## config.mk

```make
export PLATFORM = sky130hd
export DESIGN_NAME = cpu_mem_responder
export DESIGN_NICKNAME = d
export VERILOG_FILES = /design/src/rtl/cpu_mem_responder.sv
export SDC_FILE = /design/constraint.sdc
export NUM_CORES = 1
export LEC_CHECK = 0
export BUFFER_PORTS_ARGS = -buffer_cell sky130_fd_sc_hd__buf_2
export CAP_MARGIN = 20
export CELL_PAD_IN_SITES_DETAIL_PLACEMENT = 1
export CELL_PAD_IN_SITES_GLOBAL_PLACEMENT = 2
export CORE_UTILIZATION = 44
export DETAILED_ROUTE_END_ITERATION = 10
export PLACE_DENSITY = 0.81
export SETUP_SLACK_MARGIN = 0.05
export SLEW_MARGIN = 25
export SYNTH_ARGS = -nofsm -noshare
export SYNTH_HDL_FRONTEND = slang
export SYNTH_SLANG_ARGS = --single-unit
```

## constraint.sdc

```tcl
create_clock -name clk -period 2.8 [get_ports clk]
set_input_delay 0.84 -clock clk [delete_from_list [all_inputs] [get_ports clk]]
set_output_delay 0.84 -clock clk [all_outputs]
set_load 0.05 [all_outputs]
```

## src/rtl/cpu_mem_responder.sv

```systemverilog
// ---------------------------------------------------------------------------
// cpu_mem_responder
//
// Memory-side responder for the 6-bit microcoded CPU. It owns a 2**aW-word
// store, a memory-mapped output register at IOADDR and a handshaked program
// loader that fills the store while the CPU is held off via cpuRun.
//
// Ports:
//   clk        board clock, every register uses it
//   rst        synchronous active-low reset
//   memAddr    CPU address
//   writeData  CPU write data
//   writeEn    CPU write strobe, qualified every clk edge
//   readData   registered read data (1 clk latency, read-first)
//   ioIn       external value returned on reads of IOADDR
//   ioOut      output register written by the CPU at IOADDR
//   ldStart    begins a program load (from IDLE)
//   ldValid    loader word valid
//   ldData     loader word
//   ldLast     final loader word marker, qualified with ldValid
//   ldReady    loader may transfer (high in LOAD)
//   ldDone     one-cycle pulse when a load completes
//   cpuRun     high while the CPU may run
// ---------------------------------------------------------------------------
module cpu_mem_responder #(
    parameter int              Wwid   = 6,
    parameter int              aW     = 6,
    parameter logic [aW-1:0]   IOADDR = 6'h3F
) (
    input  logic            clk,
    input  logic            rst,
    input  logic [aW-1:0]   memAddr,
    input  logic [Wwid-1:0] writeData,
    input  logic            writeEn,
    output logic [Wwid-1:0] readData,
    input  logic [Wwid-1:0] ioIn,
    output logic [Wwid-1:0] ioOut,
    input  logic            ldStart,
    input  logic            ldValid,
    input  logic [Wwid-1:0] ldData,
    input  logic            ldLast,
    output logic            ldReady,
    output logic            ldDone,
    output logic            cpuRun
);

    localparam int            DEPTH   = 2 ** aW;
    localparam logic [aW-1:0] PTR_MAX = '1;
    localparam logic [aW-1:0] PTR_ONE = 1;

    typedef enum logic [1:0] {
        ST_IDLE = 2'd0,
        ST_LOAD = 2'd1,
        ST_DONE = 2'd2
    } state_t;

    state_t          r_state;
    state_t          w_state_next;
    logic [aW-1:0]   r_ld_ptr;
    logic [Wwid-1:0] r_read_data;
    logic [Wwid-1:0] r_io_out;

    // Store contents are deliberately left out of reset so the array can map
    // onto block RAM.
    logic [Wwid-1:0] r_mem [DEPTH];

    // Write qualification. rst is folded into every enable so that a reset
    // edge performs no write of any kind.
    logic            w_in_idle;
    logic            w_in_load;
    logic            w_cpu_wr;
    logic            w_cpu_io_hit;
    logic            w_io_wr;
    logic            w_ld_accept;
    logic            w_mem_we;
    logic [aW-1:0]   w_mem_addr;
    logic [Wwid-1:0] w_mem_data;

    assign w_in_idle    = (r_state == ST_IDLE);
    assign w_in_load    = (r_state == ST_LOAD);
    assign w_cpu_io_hit = (memAddr == IOADDR);
    assign w_cpu_wr     = rst && w_in_idle && writeEn;
    assign w_io_wr      = w_cpu_wr && w_cpu_io_hit;
    // ldReady is exactly "in LOAD", so the handshake reduces to ldValid here.
    assign w_ld_accept  = rst && w_in_load && ldValid;

    // The CPU and loader never write in the same state, so one port suffices.
    // The loader may write IOADDR's store slot; the CPU cannot.
    always_comb begin
        w_mem_we   = 1'b0;
        w_mem_addr = memAddr;
        w_mem_data = writeData;
        if (w_ld_accept) begin
            w_mem_we   = 1'b1;
            w_mem_addr = r_ld_ptr;
            w_mem_data = ldData;
        end else if (w_cpu_wr && !w_cpu_io_hit) begin
            w_mem_we   = 1'b1;
        end
    end

    always_ff @(posedge clk) begin
        if (w_mem_we) begin
            r_mem[w_mem_addr] <= w_mem_data;
        end
    end

    // Registered read. Non-blocking semantics give read-first behaviour when
    // the same address is written on this edge. IOADDR reads return ioIn,
    // never the ioOut register.
    always_ff @(posedge clk) begin
        if (!rst) begin
            r_read_data <= '0;
        end else if (w_cpu_io_hit) begin
            r_read_data <= ioIn;
        end else begin
            r_read_data <= r_mem[memAddr];
        end
    end

    always_ff @(posedge clk) begin
        if (!rst) begin
            r_io_out <= '0;
        end else if (w_io_wr) begin
            r_io_out <= writeData;
        end
    end

    // Load pointer: cleared when a load starts, advanced per accepted word,
    // wrapping naturally at aW bits.
    always_ff @(posedge clk) begin
        if (!rst) begin
            r_ld_ptr <= '0;
        end else if (w_in_idle && ldStart) begin
            r_ld_ptr <= '0;
        end else if (w_ld_accept) begin
            r_ld_ptr <= r_ld_ptr + PTR_ONE;
        end
    end

    // ---------------- loader FSM: state register ----------------
    always_ff @(posedge clk) begin
        if (!rst) begin
            r_state <= ST_IDLE;
        end else begin
            r_state <= w_state_next;
        end
    end

    // ---------------- loader FSM: next state ----------------
    always_comb begin
        w_state_next = r_state;
        case (r_state)
            ST_IDLE: begin
                if (ldStart) begin
                    w_state_next = ST_LOAD;
                end
            end
            ST_LOAD: begin
                // Terminate on the explicit last word or once the word at
                // the top address has been written (store full).
                if (ldValid && (ldLast || (r_ld_ptr == PTR_MAX))) begin
                    w_state_next = ST_DONE;
                end
            end
            ST_DONE: begin
                w_state_next = ST_IDLE;
            end
            default: begin
                w_state_next = ST_IDLE;
            end
        endcase
    end

    // ---------------- loader FSM: outputs (state decode only) ----------------
    always_comb begin
        cpuRun  = 1'b1;
        ldReady = 1'b0;
        ldDone  = 1'b0;
        case (r_state)
            ST_IDLE: begin
                cpuRun  = 1'b1;
            end
            ST_LOAD: begin
                cpuRun  = 1'b0;
                ldReady = 1'b1;
            end
            ST_DONE: begin
                cpuRun  = 1'b0;
                ldDone  = 1'b1;
            end
            default: begin
                cpuRun  = 1'b1;
            end
        endcase
    end

    assign readData = r_read_data;
    assign ioOut    = r_io_out;

endmodule

```

==> metrics.csv, run 1 <==
metric,value,unit
status,finished clean,
dr.pass1.iters,4,
wl_per_cell,25.9,um
synth_edf_count,384,
synth_cells,865,
yosysSeqAreaShare,72.9,%
place_inst,1505,
syn_area,16400,um2
critPathTopFamily,simple AND/OR/NAND/NOR gates,
ys_types,56,
slew_viol_final,0,
post_cts_buffers,0,
setup_viol,0,
coreArea,36600,um2
fin_crit_sh,95.4,%
grt_busiest_layer,met2,
die_w,195,um
drc,0,
fin_setup_tns,0,ps
gr-usage-met3,3.96,%
postRouteAntennaNets,0,
synthTopCellsByCount,"edfxtp_1 (384), nor2_1 (86), mux4_2 (69)",
vias,9043,
internal_power,0.0103,W
finalCriticalPeriod,2670,ps
vias_per_cell,5.72,
crit_top_cell,buf_4,
r2r-start,r_state[1]$_SDFFE_PN0P_,
hold_class,reg -> reg,
postSynthAreaPerCell,18.9,um2
grt_pass1_vias,9549,
cts_tree,built,
clk_latency,560,ps
peakVddDrop,0.468,mV
h-tree-depth,2,
yosys.area.top_type_share,70.5,%
numCtsBuffers,43,
cts_buffer_depth,3,
cp.required,3060,ps
hold_viol_final,0,
drt_wl_total,41000,um
maxCapViolCount,0,
critical_path_class,reg -> reg,
finalInstanceArea,19700,um2
cp-start-kind,register,
grtUsageMet2,35.8,%
fmax,0.374,GHz
grt_max_degree,65,
crit_slowest_cell,mux2i_2,
nets,1118,
initial_core_util,44.7,%
cp-end-kind,register,
routabilityCongestion,0.919,
grt_pass1_wl,61200,um
ys_ff_latch,404,
clk_pin_slew,60,ps
met1_usage,31.1,%
finalNonFillerCells,1581,
grt_usage,22.2,%
yosysTopAreaCell,edfxtp_1,
hold_start,ioOut[4]$_SDFFE_PN0P_,
relSlewSlack,31.6,%
rsz0062_at_grt,yes,
dp_hpwl,26900,um
path_buf_inv,3,
slowest_delay,420,ps
ys_warn_count,0,
worst_pin_slew,1020,ps
cts_sinks,404,
worstPathCellList,inv_1 > ha_2 > nand3_1 > buf_4 > mux2i_2 > nor2b_1 > nand2_1 > nor2_1 > buf_4,
power_switching,0.00303,W
critPathMaxFanout,8,
crit_arrival,2930,ps
setup_ws,129,ps
synth_flop_cell,edfxtp_1,
p_per_area,677,nW/um2
hold_buffers,0,
drt_iter0_drc,765,
synthesis.nets,901,
row_count,70,
comb_power_share,8.9,%
numPortBuffers,44,
overflow,0,
cts-root-buf,clkbuf_16,
dieArea,38000,um2
switching_share,22.7,%
leakagePower,6.77,nW
boundaryPins,45,
place_area,18400,um2
async_flop_share,0,%
setup.worst_path.start,r_state[1]$_SDFFE_PN0P_,
drive_gt1_share,34.2,%
insertedDiodeCount,0,
grt_antenna_before_repair,0,
syn2layout_area_growth,20.6,%
dp_slack,-265,ps
clockPowerShare,40.2,%
dieHeight,195,um
p_seq_share,50.9,%
clock-skew-final,26.2,ps
synth_area_leaders,"edfxtp_1 (70%), mux4_2 (9.5%), mux4_1 (3.2%)",
yosysMostFrequentCell,edfxtp_1,
## placed cells by master (no fill, tap or decap), types with 6 or more instances in the layout
cell type,instances
mux2i_1,38
clkbuf_1,14
nand3_1,14
a211oi_1,10
clkbuf_16,44
edfxtp_1,384
o21ai_0,12
nor2_1,77
mux4_1,20
nor2_2,9
mux2_2,17
a221oi_1,6
nor2b_1,15
inv_1,6
nand2_2,6
buf_4,154
mux4_2,69
a21oi_1,9
clkinv_2,6
buf_12,15
buf_2,42
nand2_1,41
dfxtp_1,20
## power groups by stage
stage | Combinational [W] | Sequential, W | Clock, W
global placement | 0.00114 | 0.00693 | 0
detailed placement | 0.00117 | 0.00693 | 0
CTS | 0.00118 | 0.00680 | 0.00549
finish | 0.00119 | 0.00680 | 0.00537
floorplan | 0.000639 | 0.00696 | 0
global route | 0.00127 | 0.00681 | 0.00568
## cell families (layout without fill, tap and decap cells)
| group | after synthesis | count (layout) | share of synthesized area (%) |
|---|---|---|---|
| AO/OA/AOI/OAI | 68 | 68 | 2.94 |
| XOR/XNOR | 4 | 4 | 0.214 |
| adder cells (fa/ha/maj) | 6 | 6 | 0.459 |
| buffers and inverters | 47 | 295 | 1.93 |
| flip-flops | 404 | 404 | 72.9 |
| multiplexers | 146 | 146 | 16.3 |
| AND/OR/NAND/NOR | 190 | 190 | 5.19 |
## layout make-up
class	instances	area, um2
tap	468	586
inverter	6	22.5
sequential	404	11900
multi-input combinational	414	4180
clock buffer	60	1180
timing repair buffer	213	1690
fill	3369	16900
clock inverter	16	143
## layer usage
| metal | vias up | share of wire [%] |
|---|---|---|
| met3 | 65 | 6.6 |
| met2 | 316 | 48 |
| met1 | 4730 | 43 |
| li1 | 3932 | - |
| met5 | - | 0 |
| met4 | 0 | 2.2 |
## per-stage QoR
| stage | util, % | power [W] | hold WS, ps |
|---|---|---|---|
| after floorplan | - | 0.00760 | 466 |
| after global placement | 50.2 | 0.00806 | 470 |
| after detailed placement | 50.2 | 0.00810 | 481 |
| after CTS | 53.8 | 0.0135 | 495 |
| after global routing | 53.9 | 0.0138 | 550 |
| final | 53.9 | 0.0134 | 491 |
## timing repair
item / 4_1_cts / 5_1_grt
endpoints found under the setup margin: 125 / 196
gates cloned: 0 / 0
resized for setup: 1 / 8
## final timing paths
kind / end / slack, ps / cells after the start
max: r_mem[53][1]$_DFFE_PP_ / 130 / 9
min: ioOut[4]$_SDFFE_PN0P_ / 490 / 2
max reg2reg: r_mem[53][1]$_DFFE_PP_ / 130 / 9
min reg2reg: ioOut[4]$_SDFFE_PN0P_ / 490 / 2
## worst min-delay path, cell delays in order (launching register included)
cell	delay, ps
dfxtp_1	320
mux2i_1	60
nor2_1	80
## flip-flops by register name, indices dropped and copies added, names as in the netlist
name	count
ioOut	6
readData	6
r_state	2
r_mem	384
r_ld_ptr	6
Note: power is estimated with default switching activity, not from simulation.
==> inputs of run 2 (changes only) <==
Settings changed: GPL_TIMING_DRIVEN from default to 1, PLACE_DENSITY 0.81 to default, PLACE_DENSITY_LB_ADDON from default to 0.1.
==> metrics.csv, run 2 (same netlist as run 1, synthesis figures left out) <==
metric,value,unit,change
rsz0062_at_grt,yes,,
overflow,0,,unchanged
cts_tree,built,,
grt_pass1_vias,9390,,-1.7%
finalNonFillerCells,1553,,-1.8%
numCtsBuffers,43,,unchanged
peakVddDrop,0.557,mV,+19%
status,finished clean,,
r2r-start,r_state[1]$_SDFFE_PN0P_,,
fillerInstances,3304,,-1.9%
initial_core_util,44.7,%,unchanged
die_w,195,um,unchanged
mostFrequentLayoutCell,edfxtp_1,,
numPortBuffers,44,,unchanged
layout_common_cells,"edfxtp_1 (384), buf_4 (121), nor2_1 (78), mux4_2 (69), clkbuf_16 (43)",,
hold_viol_final,0,,unchanged
r2r_slack,240,ps,+110 ps
hold_ws,493,ps,+2.32 ps
grt_usage,22.4,%,+0.19 points
largest_reg_flops,384,,unchanged
hold_buffers,0,,unchanged
hold_class,reg -> reg,,
top_register,r_mem,,
clk_pin_slew,60,ps,about the same
cts_buffer_depth,3,,unchanged
cts-root-buf,clkbuf_16,,
relSlewSlack,46.6,%,+15 points
setup.worst_path.start,memAddr[0],,
row_count,70,,unchanged
dr.pass1.iters,7,,+3
crit_end,readData[3]$_SDFF_PN0_,,
grt_antenna_before_repair,0,,unchanged
finalCriticalPeriod,2620,ps,-53.1 ps
crit-reg2reg-capture,r_mem[10][3]$_DFFE_PP_,,
fmax,0.382,GHz,+2.0%
vias_per_cell,5.62,,-1.7%
grt_pass1_wl,61200,um,about the same
insertedDiodeCount,0,,unchanged
vias,8733,,-3.4%
clk_latency,560,ps,about the same
setup_ws,182,ps,+53.1 ps
cp-end-kind,register,,
slew_viol_final,0,,unchanged
postRouteAntennaNets,0,,unchanged
h-tree-depth,2,,unchanged
worstHoldPathCells,2,,unchanged
drt_iter0_drc,617,,-19%
total_power,0.0140,W,+4.7%
wl_per_cell,26.6,um,+2.5%
syn2layout_area_growth,21.1,%,
fin_setup_tns,0,ps,unchanged
maxCapViolCount,0,,unchanged
fin_crit_sh,93.5,%,-1.9 points
setup_viol,0,,unchanged
dp_hpwl,27500,um,+2.3%
coreArea,36600,um2,unchanged
cp-start-kind,input pin,,
p_per_area,706,nW/um2,+4.3%
boundaryPins,45,,unchanged
grt_max_degree,65,,unchanged
routabilityCongestion,0.855,,-7.0%
drc,0,,unchanged
crit_arrival,2970,ps,+40 ps
drt_wl_total,41300,um,+0.68%
dp_slack,-348,ps,-83.2 ps
clock-skew-final,15.2,ps,-11.0 ps
leakagePower,6.74,nW,-0.34%
cp.required,3150,ps,+90 ps
worst_pin_slew,794,ps,-224 ps
post_cts_buffers,0,,unchanged
nets,1093,,-2.2%
cts_sinks,404,,unchanged
dieHeight,195,um,unchanged
dieArea,38000,um2,unchanged
reg2regPathDepth,9,,unchanged
critical_path_class,in -> reg,,
place_inst,1480,,-1.7%
critPathMaxFanout,15,,+7
drive_gt1_share,33.3,%,-0.96 points
==> run 2: cell type report <==
class                   count  area, um2  share of cell area, %
well taps                 468        586                   2.96
clock inverters            28        393                   1.98
clock buffers              45       1080                   5.47
repair buffers            188       1610                   8.13
inverters                   6       22.5                  0.114
multi-input cells         414       4180                   21.1
flip-flops and latches    404      11900                   60.3
==> run 2: power by group <==
part	switching, W	leakage (nW)	internal, W	total (W)
clock network	0.00228	0.717	0.00371	0.00600
registers	0.0000235	3.62	0.00678	0.00680
logic	0.000769	2.41	0.000423	0.00119
==> run 2: per-layer routing <==
layer / track usage (%) / wire length [um] / vias to the layer above / part of all wire (%)
met5: 0 / 0 / - / 0
met4: 5.89 / 851 / 0 / 2.1
met3: 6.21 / 2770 / 61 / 6.7
met2: 35.2 / 19400 / 237 / 47
met1: 30.8 / 18200 / 4547 / 44
li1: - / - / 3888 / -
==> run 2: per-stage QoR <==
stage          instance area (um2)  util, %
6_report                     19800     54.1
5_1_grt                      19800     54.1
4_1_cts                      19800     54.0
3_5_place_dp                 18300     50.0
3_3_place_gp                 18300     50.0
2_1_floorplan                16400        -
==> run 2: worst max-delay path, stage by stage <==
cell      delay (ps)
buf_6            200
buf_4            210
mux4_1           550
mux2_2           300
a221oi_1         560
o211ai_1         300
==> run 2: worst min-delay path by stage <==
stage / from / slack, ps / end
after floorplan: r_ld_ptr[5]$_SDFFE_PP0N_ / 470 / r_ld_ptr[5]$_SDFFE_PP0N_
after global placement: ioOut[0]$_SDFFE_PN0P_ / 470 / ioOut[0]$_SDFFE_PN0P_
after detailed placement: ioOut[0]$_SDFFE_PN0P_ / 490 / ioOut[0]$_SDFFE_PN0P_
after CTS: ioOut[0]$_SDFFE_PN0P_ / 500 / ioOut[0]$_SDFFE_PN0P_
after global routing: writeData[0] / 530 / ioOut[0]$_SDFFE_PN0P_
final: ioOut[0]$_SDFFE_PN0P_ / 490 / ioOut[0]$_SDFFE_PN0P_
==> run 2: timing repair <==
item                                    4_1_cts  5_1_grt
hold endpoints to repair                      0        0
resized for setup                             1        6
endpoints found under the setup margin        3      204
==> inputs of run 3 (changes only) <==
Settings changed: CORE_MARGIN from default to 5.
==> metrics.csv, run 3 (same netlist as run 1, synthesis figures left out) <==
metric,value,unit,change
overflow,0,,unchanged
reg2regPathDepth,11,,+2
syn2layout_area_growth,22.3,%,
place_inst,1514,,+2.3%
grt_usage,20.6,%,-1.8 points
die_w,203,um,+4.1%
largest_reg_flops,384,,unchanged
crit_slowest_cell,dfxtp_1,,
crit_arrival,2930,ps,-40 ps
clk_latency,570,ps,about the same
maxCapViolCount,0,,unchanged
top_register,r_mem,,
fin_crit_sh,95.0,%,+1.5 points
grt_pass1_wl,63200,um,+3.3%
hold_start,ioOut[4]$_SDFFE_PN0P_,,
rsz0062_at_grt,yes,,
cts_buffer_depth,3,,unchanged
finalCriticalPeriod,2660,ps,+42.5 ps
r2r-start,r_state[1]$_SDFFE_PN0P_,,
dieHeight,203,um,+4.1%
cp.depth,11,,+5
drc,0,,unchanged
finalNonFillerCells,1595,,+2.7%
grt_max_degree,65,,unchanged
numPortBuffers,44,,unchanged
relSlewSlack,46.5,%,-0.11 points
h-tree-depth,2,,unchanged
fillerInstances,3346,,+1.3%
grt_antenna_before_repair,0,,unchanged
nets,1128,,+3.2%
clk_pin_slew,60,ps,about the same
coreArea,36700,um2,+0.24%
cts_sinks,404,,unchanged
grt_pass1_vias,9705,,+3.4%
initial_core_util,44.6,%,-0.11 points
wl_per_cell,26.1,um,-1.8%
p_per_area,699,nW/um2,-1.0%
worstPathCellList,inv_1 > ha_1 > nand3_1 > o21bai_1 > buf_4 > o21ai_0 > buf_4 > nand2_1 > buf_4 > nor2_1 > buf_4,,
vias,8858,,+1.4%
boundaryPins,45,,unchanged
layout_common_cells,"edfxtp_1 (384), buf_4 (164), nor2_1 (75), mux4_2 (69), clkbuf_16 (46)",,
cp.required,3070,ps,-80 ps
leakagePower,6.90,nW,+2.3%
numCtsBuffers,44,,+2.3%
critical_path_class,reg -> reg,,
dieArea,41100,um2,+8.4%
drive_gt1_share,36.4,%,+3.1 points
hold_viol_final,0,,unchanged
hold_buffers,0,,unchanged
worstHoldPathCells,2,,unchanged
hold_class,reg -> reg,,
dp_hpwl,28600,um,+4.2%
critPathMaxFanout,6,,-9
post_cts_buffers,0,,unchanged
slowest_delay,320,ps,-240 ps
dr.pass1.iters,5,,-2
worst_pin_slew,796,ps,+1.57 ps
crit_top_cell,buf_4,,
drt_wl_total,41600,um,+0.88%
setup_viol,0,,unchanged
slew_viol_final,0,,unchanged
path_buf_inv,5,,+3
cp-start-kind,register,,
insertedDiodeCount,0,,unchanged
setup.worst_path.start,r_state[1]$_SDFFE_PN0P_,,
status,finished clean,,
mostFrequentLayoutCell,edfxtp_1,,
fmax,0.376,GHz,-1.6%
cts-root-buf,clkbuf_16,,
critPathTopFamily,buffers and inverters,,
cts_tree,built,,
postRouteAntennaNets,0,,unchanged
drt_iter0_drc,657,,+6.5%
fin_setup_tns,0,ps,unchanged
peakVddDrop,0.563,mV,+1.1%
row_count,70,,unchanged
clock-skew-final,15.9,ps,+0.634 ps
routabilityCongestion,0.886,,+3.7%
cp-end-kind,register,,
vias_per_cell,5.55,,-1.2%
-- run 3: changes by cell type in the layout (fill, tap and decap cells not counted), sizes merged --
| cell | previous run | this run |
|---|---|---|
| buf | 188 | 222 |
| bufinv | 10 | 7 |
| clkbuf | 45 | 48 |
| clkinv | 14 | 24 |
| clkinvlp | 3 | 2 |
| inv | 7 | 6 |
-- run 3: worst register-to-register path: stages, from the launching register on --
cell      delay (ps)
dfxtp_1          320
inv_1            130
ha_1             270
nand3_1          220
o21bai_1         250
buf_4            140
o21ai_0          250
buf_4            190
nand2_1           80
buf_4            230
nor2_1           120
buf_4            170
-- run 3: where the power goes --
group	leakage [nW]	internal (W)	switching [W]
sequential	3.62	0.00678	0.0000232
clock	0.751	0.00363	0.00231
combinational	2.53	0.000451	0.000787
total	6.90	0.0109	0.00312
-- run 3: path summary, 6_finish.rpt --
kind	to	slack, ps
worst max-delay path	r_mem[23][4]$_DFFE_PP_	140
worst min-delay path	ioOut[4]$_SDFFE_PN0P_	500
worst max register to register	r_mem[23][4]$_DFFE_PP_	140
worst min register to register	ioOut[4]$_SDFFE_PN0P_	500
-- run 3: layout make-up --
type / instances / area (um2) / share of cell area [%]
repair buffers: 222 / 1750 / 8.76
well taps: 468 / 586 / 2.93
flip-flops and latches: 404 / 11900 / 59.7
clock inverters: 33 / 349 / 1.75
inverters: 6 / 22.5 / 0.113
clock buffers: 48 / 1160 / 5.79
multi-input cells: 414 / 4200 / 21.0
-- run 3: metal layers --
| layer | vias to the layer above | GRT usage, % | routed length (um) |
|---|---|---|---|
| met5 | - | 0 | 0 |
| li1 | 3966 | - | - |
| met2 | 210 | 33.5 | 20100 |
| met1 | 4637 | 29.5 | 18800 |
| met4 | 0 | 4.29 | 694 |
| met3 | 45 | 3.83 | 1970 |
-- run 3: what timing repair did --
action                                  in CTS  in global routing
hold endpoints to repair                     0                  0
endpoints found under the setup margin       0                284
resized for setup                            0                 14
-- run 3: through the flow --
| step | instance area [um2] | total power [W] | utilization, % | worst slack (ps) | hold WS (ps) |
|---|---|---|---|---|---|
| after CTS | 20000 | 0.0141 | 54.4 | 59.3 | 511 |
| after global placement | 18400 | 0.00814 | 50.3 | -330 | 479 |
| final | 20000 | 0.0140 | 54.5 | 140 | 500 |
| after detailed placement | 18400 | 0.00817 | 50.3 | -334 | 497 |
| after floorplan | 16400 | 0.00760 | - | -53.0 | 466 |
| after global routing | 20000 | 0.0145 | 54.5 | 19.3 | 548 |
